==> src/rtl/cla_seq_adder_ctrl.sv <==
// Sequencer that runs a WIDTH-bit add through one shared 4-bit CLA slice,
// one nibble per clock LSB first, chaining carry and reporting overflow.
module cla_seq_adder_ctrl #(
  parameter int WIDTH = 16
) (
  input  logic             clk,
  input  logic             rst_n,
  input  logic             start,
  input  logic [WIDTH-1:0] op_a,
  input  logic [WIDTH-1:0] op_b,
  input  logic             c_in,
  output logic             busy,
  output logic             done,
  output logic [WIDTH-1:0] result,
  output logic             c_out,
  output logic             overflow,
  output logic [3:0]       cla_a,
  output logic [3:0]       cla_b,
  output logic             cla_c_in,
  input  logic [3:0]       cla_sum,
  input  logic             cla_c_out
);

  localparam int NIB = WIDTH / 4;
  localparam int IW  = (NIB > 1) ? $clog2(NIB) : 1;
  localparam logic [IW-1:0] LAST_IDX = IW'(NIB - 1);

  typedef enum logic [1:0] {
    ST_IDLE   = 2'b00,
    ST_RUN    = 2'b01,
    ST_FINISH = 2'b10
  } state_t;

  state_t           state_r;
  state_t           state_s;
  logic [WIDTH-1:0] a_r;
  logic [WIDTH-1:0] b_r;
  logic [WIDTH-1:0] result_r;
  logic [IW-1:0]    idx_r;
  logic             carry_r;
  logic             busy_r;
  logic             done_r;
  logic             c_out_r;
  logic             overflow_r;
  logic             accept_s;
  logic             last_s;

  assign accept_s = (state_r == ST_IDLE) && start;
  assign last_s   = (state_r == ST_RUN) && (idx_r == LAST_IDX);

  // State register
  always_ff @(posedge clk or negedge rst_n) begin
    if (!rst_n) begin
      state_r <= ST_IDLE;
    end else begin
      state_r <= state_s;
    end
  end

  // Next-state logic; FINISH always lasts exactly one cycle
  always_comb begin
    state_s = state_r;
    case (state_r)
      ST_IDLE: begin
        if (start) begin
          state_s = ST_RUN;
        end else begin
          state_s = ST_IDLE;
        end
      end
      ST_RUN: begin
        if (idx_r == LAST_IDX) begin
          state_s = ST_FINISH;
        end else begin
          state_s = ST_RUN;
        end
      end
      ST_FINISH: state_s = ST_IDLE;
      default:   state_s = ST_IDLE;
    endcase
  end

  // Handshake flags registered from the next state so they align with it
  always_ff @(posedge clk or negedge rst_n) begin
    if (!rst_n) begin
      busy_r <= 1'b0;
      done_r <= 1'b0;
    end else begin
      busy_r <= (state_s == ST_RUN);
      done_r <= (state_s == ST_FINISH);
    end
  end

  // Operand capture, nibble index, carry chain and result assembly
  always_ff @(posedge clk or negedge rst_n) begin
    if (!rst_n) begin
      a_r        <= '0;
      b_r        <= '0;
      result_r   <= '0;
      idx_r      <= '0;
      carry_r    <= 1'b0;
      c_out_r    <= 1'b0;
      overflow_r <= 1'b0;
    end else if (accept_s) begin
      a_r     <= op_a;
      b_r     <= op_b;
      carry_r <= c_in;
      idx_r   <= '0;
    end else if (state_r == ST_RUN) begin
      for (int n = 0; n < NIB; n++) begin
        if (idx_r == IW'(n)) begin
          result_r[4*n +: 4] <= cla_sum;
        end
      end
      carry_r <= cla_c_out;
      // Index parks on the last nibble instead of wrapping
      if (last_s) begin
        c_out_r    <= cla_c_out;
        overflow_r <= a_r[WIDTH-1] ^ b_r[WIDTH-1] ^ cla_sum[3] ^ cla_c_out;
      end else begin
        idx_r <= idx_r + IW'(1);
      end
    end
  end

  // Slice drive: current nibble in RUN, quiet zeros otherwise
  always_comb begin
    cla_a    = 4'b0000;
    cla_b    = 4'b0000;
    cla_c_in = 1'b0;
    if (state_r == ST_RUN) begin
      cla_a    = 4'(a_r >> {idx_r, 2'b00});
      cla_b    = 4'(b_r >> {idx_r, 2'b00});
      cla_c_in = carry_r;
    end else begin
      cla_a    = 4'b0000;
      cla_b    = 4'b0000;
      cla_c_in = 1'b0;
    end
  end

  assign busy     = busy_r;
  assign done     = done_r;
  assign result   = result_r;
  assign c_out    = c_out_r;
  assign overflow = overflow_r;

endmodule

==> config.mk <==
export PLATFORM = sky130hd
export DESIGN_NAME = cla_seq_adder_ctrl
export DESIGN_NICKNAME = d
export VERILOG_FILES = /design/src/rtl/cla_seq_adder_ctrl.sv
export SDC_FILE = /design/constraint.sdc
export NUM_CORES = 1
export LEC_CHECK = 0
export BUFFER_PORTS_ARGS = -buffer_cell sky130_fd_sc_hd__buf_2
export CAP_MARGIN = 20
export CORE_ASPECT_RATIO = 0.7
export CORE_UTILIZATION = 42
export CTS_CLUSTER_SIZE = 12
export DETAILED_ROUTE_END_ITERATION = 10
export PLACE_DENSITY = 0.73
export SKIP_LAST_GASP = 1
export SYNTH_ARGS = -nofsm -noshare
export SYNTH_HDL_FRONTEND = slang
export SYNTH_SLANG_ARGS = --single-unit
==> constraint.sdc <==
create_clock -name clk -period 2.2 [get_ports clk]
set_input_delay 0.55 -clock clk [delete_from_list [all_inputs] [get_ports clk]]
set_output_delay 0.55 -clock clk [all_outputs]
set_load 0.03 [all_outputs]
==> results.json, run 1 <==
{
  "cts_buffer_depth": 2,
  "cts.sinks": 57,
  "p_clk_share_pct": 14.8,
  "internal_power_w": 0.00340,
  "grt_pass1_wl_um": 7870,
  "avgRoutedWirePerCell_um": 14.8,
  "yosys_warnings": 0,
  "ys_ff_latch": 57,
  "reg2reg_slack_ps": 580,
  "p_switching_w": 0.00203,
  "root_buffer": "clkbuf_8",
  "syn_to_final_growth_pct": 27.7,
  "fp.dieW_um": 93.5,
  "power_density_nw_per_um2": 1720,
  "die_h_um": 66.1,
  "final.setup.tns_ps": -15.6,
  "worst_setup_path_start_kind": "flop",
  "dp_hpwl_um": 3260,
  "swShare_pct": 37.4,
  "cts_tree": "done",
  "ir_worst_vdd_uv": 938,
  "regArea_sq_um": 1430,
  "hold_viol": 0,
  "reg2reg_depth": 4,
  "reg2reg_from": "idx_r[1]",
  "cp_data_arrival_time_ps": 1660,
  "grt_use_total_pct": 17.5,
  "first_pass_iters": 4,
  "crit_type": "reg2out",
  "cts_setup_buffers": 0,
  "antenna_found_initial": 0,
  "maxCapViolCount": 0,
  "grt_pass1_vias": 1647,
  "vias_per_cell": 4.91,
  "routed_wirelength_um": 4640,
  "p_comb_share_pct": 50.5,
  "synth_top_area_share_pct": 57.9,
  "drc_errors": 0,
  "seq_area_frac_synth_pct": 57.9,
  "timing.rr.end": "idx_r[0]",
  "worst_pin_slew_ps": 421,
  "power_leakage_nw": 1.48,
  "dr.first_iter.drc_count": 36,
  "setup_viol": 3,
  "rows": 22,
  "pre_cts_slack_ps": 283,
  "ios": 70,
  "cts.htree.levels": 3,
  "synthDistinctLibCells": 20,
  "gp_congestion": 0.683,
  "cts-hold-fix-buffers": 0,
  "timing.fmax_mhz": 452,
  "insertion_delay_ps": 330,
  "synth_area_sq_um": 2460,
  "antenna_cells": 0,
  "multi_input_area_sq_um": 983,
  "maxSlewHeadroom_pct": 71.9,
  "fin_skew_ps": 6.94,
  "fin_ws_ps": -12.9,
  "die_area_sq_um": 6180,
  "path_max_fanout": 5,
  "syn_area_per_cell_sq_um": 15.6,
  "critPathRequiredTime_ps": 1650,
  "grt_max_degree": 58,
  "pwr-share-seq_pct": 34.7,
  "nets": 282,
  "n_fill_cell": 453,
  "finalCritPeriodShare_pct": 101,
  "syn_nets": 203,
  "drive_above_1_share_pct": 63.9,
  "clkSlewWorstSetupHoldPaths_ps": 60,
  "synthTopCellsByArea": "dfrtp_1 (58%), mux2_2 (22%), mux4_2 (7.3%), and2_1 (2.3%), ha_1 (2.0%)",
  "start_util_pct": 45.2,
  "netlist.top_cell.by_area": "dfrtp_1",
  "hold_class": "in2async",
  "core_area_sq_um": 5450,
  "port_buffers": 69,
  "globalRouteOverflowTotal": 0,
  "run_status": "complete, but fails checks",
  "synthCells": 158,
  "cp-end-kind": "output pin",
  "maxSlewViolCount": 0,
  "failed_checks": "negative setup slack",
  "vias": 1538,
  "numCtsBuffers": 9,
  "layout_min_cycle_time_ps": 2210,
  "drtAntennaViolNets": 0,
  "grt_setup_unrepaired": "yes"
}
[worst max-delay path: stages, from the launching register on]
cell,delay (ps)
dfrtp_1,350
buf_4,150
mux4_2,480
and2_1,180
buf_4,160
[flip-flops by register name (all words and copies together), names as in the netlist]
signal	count
done	1
idx_r	2
busy	1
c_out	1
b_r	16
a_r	16
result	16
overflow	1
state_r	2
carry_r	1
[what timing repair did]
action / in CTS / in global routing
gates resized for setup: 18 / 7
pin swaps: 0 / 0
setup endpoints to repair: 9 / 8
[layout make-up]
| class | instances | area share [%] |
|---|---|---|
| well taps | 72 | 2.86 |
| clock buffers | 11 | 4.49 |
| repair buffers | 74 | 14.6 |
| multi-input cells | 88 | 31.3 |
| flip-flops and latches | 57 | 45.4 |
| inverters | 7 | 0.835 |
| clock inverters | 4 | 0.636 |
[per-layer routing]
layer	track usage (%)	part of all wire (%)
met2	25.7	47
met3	8.62	6.0
met4	5.38	0.91
met5	0	0
met1	22.7	46
[synth_stat cells]
| library cell | n |
|---|---|
| a22oi_1 | 1 |
| and2_1 | 9 |
| and2b_1 | 1 |
| buf_2 | 1 |
| buf_6 | 3 |
| clkbuf_1 | 2 |
| dfrtp_1 | 57 |
| ha_1 | 4 |
| inv_1 | 7 |
| mux2_1 | 2 |
| mux2_2 | 48 |
| mux4_2 | 8 |
| nand2_1 | 5 |
| nand3b_1 | 1 |
| nor2_1 | 1 |
| nor3b_1 | 1 |
| nor3b_4 | 1 |
| o21ai_0 | 2 |
| o31ai_1 | 1 |
| xnor2_1 | 3 |
[power by group through the flow]
stage | combinational, W | sequential (W) | clock [W]
finish | 0.00274 | 0.00188 | 0.000802
global route | 0.00295 | 0.00197 | 0.000884
CTS | 0.00267 | 0.00189 | 0.000832
detailed placement | 0.00250 | 0.00191 | 0
global placement | 0.00246 | 0.00189 | 0
floorplan | 0.00155 | 0.00218 | 0
[cells in the final DEF, fill, tap and decap left out]
| master | synthesis | routed |
|---|---|---|
| clkinv_2 | 0 | 4 |
| and2b_2 | 0 | 1 |
| dfrtp_1 | 57 | 56 |
| nor3b_1 | 1 | 1 |
| buf_2 | 1 | 61 |
| nand3b_1 | 1 | 1 |
| mux4_2 | 8 | 8 |
| dfrtp_2 | 0 | 1 |
| clkbuf_8 | 0 | 10 |
| buf_12 | 0 | 2 |
| nor2_1 | 1 | 1 |
| nand2_1 | 5 | 5 |
| clkbuf_1 | 2 | 1 |
| nor3b_4 | 1 | 1 |
| and2_1 | 9 | 2 |
| ha_1 | 4 | 4 |
| mux2_1 | 2 | 2 |
| and2_4 | 0 | 7 |
| inv_1 | 7 | 7 |
| o21ai_0 | 2 | 2 |
| a22oi_1 | 1 | 1 |
| buf_6 | 3 | 8 |
| o31ai_1 | 1 | 1 |
| mux2_2 | 48 | 48 |
| buf_4 | 0 | 3 |
| xnor2_1 | 3 | 3 |
[cell families after synthesis]
| kind of cell | Yosys count | synth area share [%] |
|---|---|---|
| flops | 57 | 57.9 |
| compound gates | 4 | 1.02 |
| fa+ha+maj | 4 | 2.03 |
| simple gates | 19 | 4.88 |
| buf+inv | 13 | 2.95 |
| mux | 58 | 30.2 |
| xor+xnor | 3 | 1.07 |
[stage by stage]
step                      hold WS, ps  area, sq um  total power [W]  util, %  std cells
final                             216         3150          0.00543     57.7        313
after global placement            465         2920          0.00434     53.5        298
after detailed placement          469         2920          0.00441     53.5        298
after global routing              228         3150          0.00580     57.7        313
after floorplan                   254         2460          0.00374        -        158
after CTS                         218         3130          0.00540     57.4        313
[worst max path at each step]
stage / from / end / slack [ps] / cells after the start
after floorplan: idx_r[0] / cla_b[3] / 260 / 3
after detailed placement: idx_r[0] / cla_a[1] / 280 / 4
after global routing: idx_r[0] / cla_b[0] / -90 / 4
after global placement: idx_r[0] / cla_a[3] / 290 / 4
after CTS: idx_r[0] / cla_a[2] / -40 / 4
final: idx_r[0] / cla_a[2] / -10 / 4
Power figures use the tool's default switching activity.
==> run 2: changes to the inputs <==
--- a/config.mk
+++ b/config.mk
@@ -5,13 +5,14 @@
 export SDC_FILE = /design/constraint.sdc
 export NUM_CORES = 1
 export LEC_CHECK = 0
+export ABC_AREA = 1
 export BUFFER_PORTS_ARGS = -buffer_cell sky130_fd_sc_hd__buf_2
 export CAP_MARGIN = 20
 export CORE_ASPECT_RATIO = 0.7
 export CORE_UTILIZATION = 42
 export CTS_CLUSTER_SIZE = 12
 export DETAILED_ROUTE_END_ITERATION = 10
-export PLACE_DENSITY = 0.73
+export PLACE_DENSITY = 0.72
 export SKIP_LAST_GASP = 1
 export SYNTH_ARGS = -nofsm -noshare
 export SYNTH_HDL_FRONTEND = slang
==> constraint.sdc (replaced) <==
create_clock -name clk -period 2.5 [get_ports clk]
set_input_delay 0.625 -clock clk [delete_from_list [all_inputs] [get_ports clk]]
set_output_delay 0.625 -clock clk [all_outputs]
set_load 0.03 [all_outputs]
==> results.json, run 2 <==
{
  "vias_per_cell": 4.70,
  "worst_setup_path_start_kind": "flop",
  "port_buffers": 69,
  "grt_max_degree": 36,
  "nets": 424,
  "numCtsBuffers": 9,
  "avgRoutedWirePerCell_um": 12.4,
  "cts_tree": "done",
  "synth_top_flop_cell": "dfrtp_1",
  "dp_hpwl_um": 3860,
  "cts_buffer_depth": 2,
  "cts.sinks": 57,
  "maxCapViolCount": 0,
  "final.setup.tns_ps": 0,
  "first_pass_iters": 4,
  "mostFrequentLayoutCells": "nand2_1 (130), buf_2 (69), dfrtp_1 (57)",
  "drc_errors": 0,
  "core_area_sq_um": 5760,
  "hold_viol": 0,
  "power_density_nw_per_um2": 1450,
  "yosysMostFrequentCell": "nand2_1",
  "maxSlewViolCount": 0,
  "cts_resized": 0,
  "syn_nets": 352,
  "async_reset_ff_share_pct": 100,
  "drive_above_1_share_pct": 26.1,
  "maxSlewHeadroom_pct": 57.7,
  "final.hold.worst_slack_ps": 308,
  "ir_worst_vdd_uv": 628,
  "ios": 70,
  "rows": 23,
  "vias": 2153,
  "clkSlewWorstSetupHoldPaths_ps": 70,
  "synthDistinctLibCells": 18,
  "grt_setup_unrepaired": "no",
  "finalCritPeriodShare_pct": 90.2,
  "setup_viol": 0,
  "synth_edf_count": 0,
  "run_status": "finished clean",
  "dr.first_iter.drc_count": 126,
  "drtAntennaViolNets": 0,
  "synth_area_sq_um": 2530,
  "synth_commonest_cells": "nand2_1 (130), dfrtp_1 (57), nor2_1 (35), o21ai_0 (30), inv_1 (12)",
  "synth_top_area_share_pct": 56.4,
  "grt_pass1_wl_um": 9470,
  "die_area_sq_um": 6340,
  "cts-hold-fix-buffers": 0,
  "antenna_found_initial": 0,
  "power_leakage_nw": 1.73,
  "fp.dieW_um": 94.8,
  "crit_type": "reg2out",
  "cp-end-kind": "output pin",
  "insertion_delay_ps": 340,
  "fin_ws_ps": 244,
  "synthTopCellsByArea": "dfrtp_1 (56%), nand2_1 (19%), o21ai_0 (5.9%), nor2_1 (5.2%), ha_1 (2.0%)",
  "path_max_fanout": 16,
  "die_h_um": 66.9,
  "pre_cts_slack_ps": 613,
  "synthCells": 307,
  "routed_wirelength_um": 5670,
  "critPathRequiredTime_ps": 1880,
  "cts.htree.levels": 3,
  "globalRouteOverflowTotal": 0,
  "yosys_warnings": 0,
  "grt_use_total_pct": 20.4,
  "antenna_cells": 0,
  "netlist.top_cell.by_area": "dfrtp_1",
  "seq_area_frac_synth_pct": 56.4,
  "cts_setup_buffers": 0,
  "worst_pin_slew_ps": 635,
  "cp_data_arrival_time_ps": 1630,
  "mostFrequentLayoutCell": "nand2_1",
  "timing.fmax_mhz": 443,
  "hold_class": "in2async",
  "root_buffer": "clkbuf_8",
  "start_util_pct": 44.0,
  "ys_ff_latch": 57,
  "syn_to_final_growth_pct": 23.4,
  "fin_skew_ps": 3.79,
  "gp_congestion": 0.757,
  "syn_area_per_cell_sq_um": 8.24,
  "grt_pass1_vias": 2038,
  "layout_min_cycle_time_ps": 2260
}
## run 2: changes by cell type in the layout (fill, tap and decap cells not counted), moves of 28 or more
cell     delta
nor2_1     +34
mux2_2     -48
o21ai_0    +28
nand2_1   +125
## run 2: cell families (layout without fill, tap and decap cells)
logic type | Yosys count | in the layout | share of synthesized area (%)
AND/OR/NAND/NOR | 171 | 171 | 26.2
AO/OA/AOI/OAI | 46 | 46 | 10.1
adder cells (fa/ha/maj) | 4 | 4 | 1.98
flip-flops | 57 | 57 | 56.4
buffers and inverters | 29 | 105 | 5.29
## run 2: worst max-delay path, cell delays in order, from the launching register on
cell,delay (ps)
dfrtp_1,370
inv_1,340
o21ai_0,160
a21oi_1,200
buf_2,230
## run 2: cell type report
class / count / area (sq um)
Fill cell: 547 / 2630
Sequential cell: 57 / 1430
Multi-Input combinational cell: 221 / 970
Timing Repair Buffer: 73 / 388
Clock buffer: 12 / 165
Tap cell: 75 / 93.8
Inverter: 17 / 63.8
Clock inverter: 3 / 15.0
## run 2: path summary, 6_finish.rpt
| path | slack [ps] | from | cells after the start | endpoint |
|---|---|---|---|---|
| worst max-delay path | 240 | idx_r[0] | 4 | cla_a[1] |
| worst min-delay path | 310 | rst_n | 1 | a_r[12] |
| worst max register to register | 1050 | idx_r[0] | 4 | result[1] |
| worst min register to register | 480 | b_r[12] | 2 | b_r[12] |
| max in group asynchronous | 1600 | rst_n | 2 | busy |
| min in group clk | 480 | b_r[12] | 2 | b_r[12] |
## run 2: stage by stage
stage                     instance area, sq um  total power, W  std cells  util, %
after global placement                    2940         0.00369        443     51.1
after floorplan                           2530         0.00316        307        -
after global routing                      3120         0.00489        458     54.2
after CTS                                 3120         0.00455        458     54.2
final                                     3120         0.00451        458     54.2
after detailed placement                  2940         0.00375        443     51.1
## run 2: layer usage
layer | routed length (um) | part of all wire [%] | GRT usage, %
met4 | 66 | 1.2 | 5.68
met1 | 2860 | 50 | 27.4
met2 | 2410 | 42 | 30.4
met3 | 339 | 6.0 | 8.22
met5 | 0 | 0 | 0
## run 2: power by group
part | switching, W | internal, W | leakage, nW
sequential | 0.000235 | 0.00137 | 0.704
clock | 0.000350 | 0.000430 | 0.0980
combinational | 0.00149 | 0.000642 | 0.925
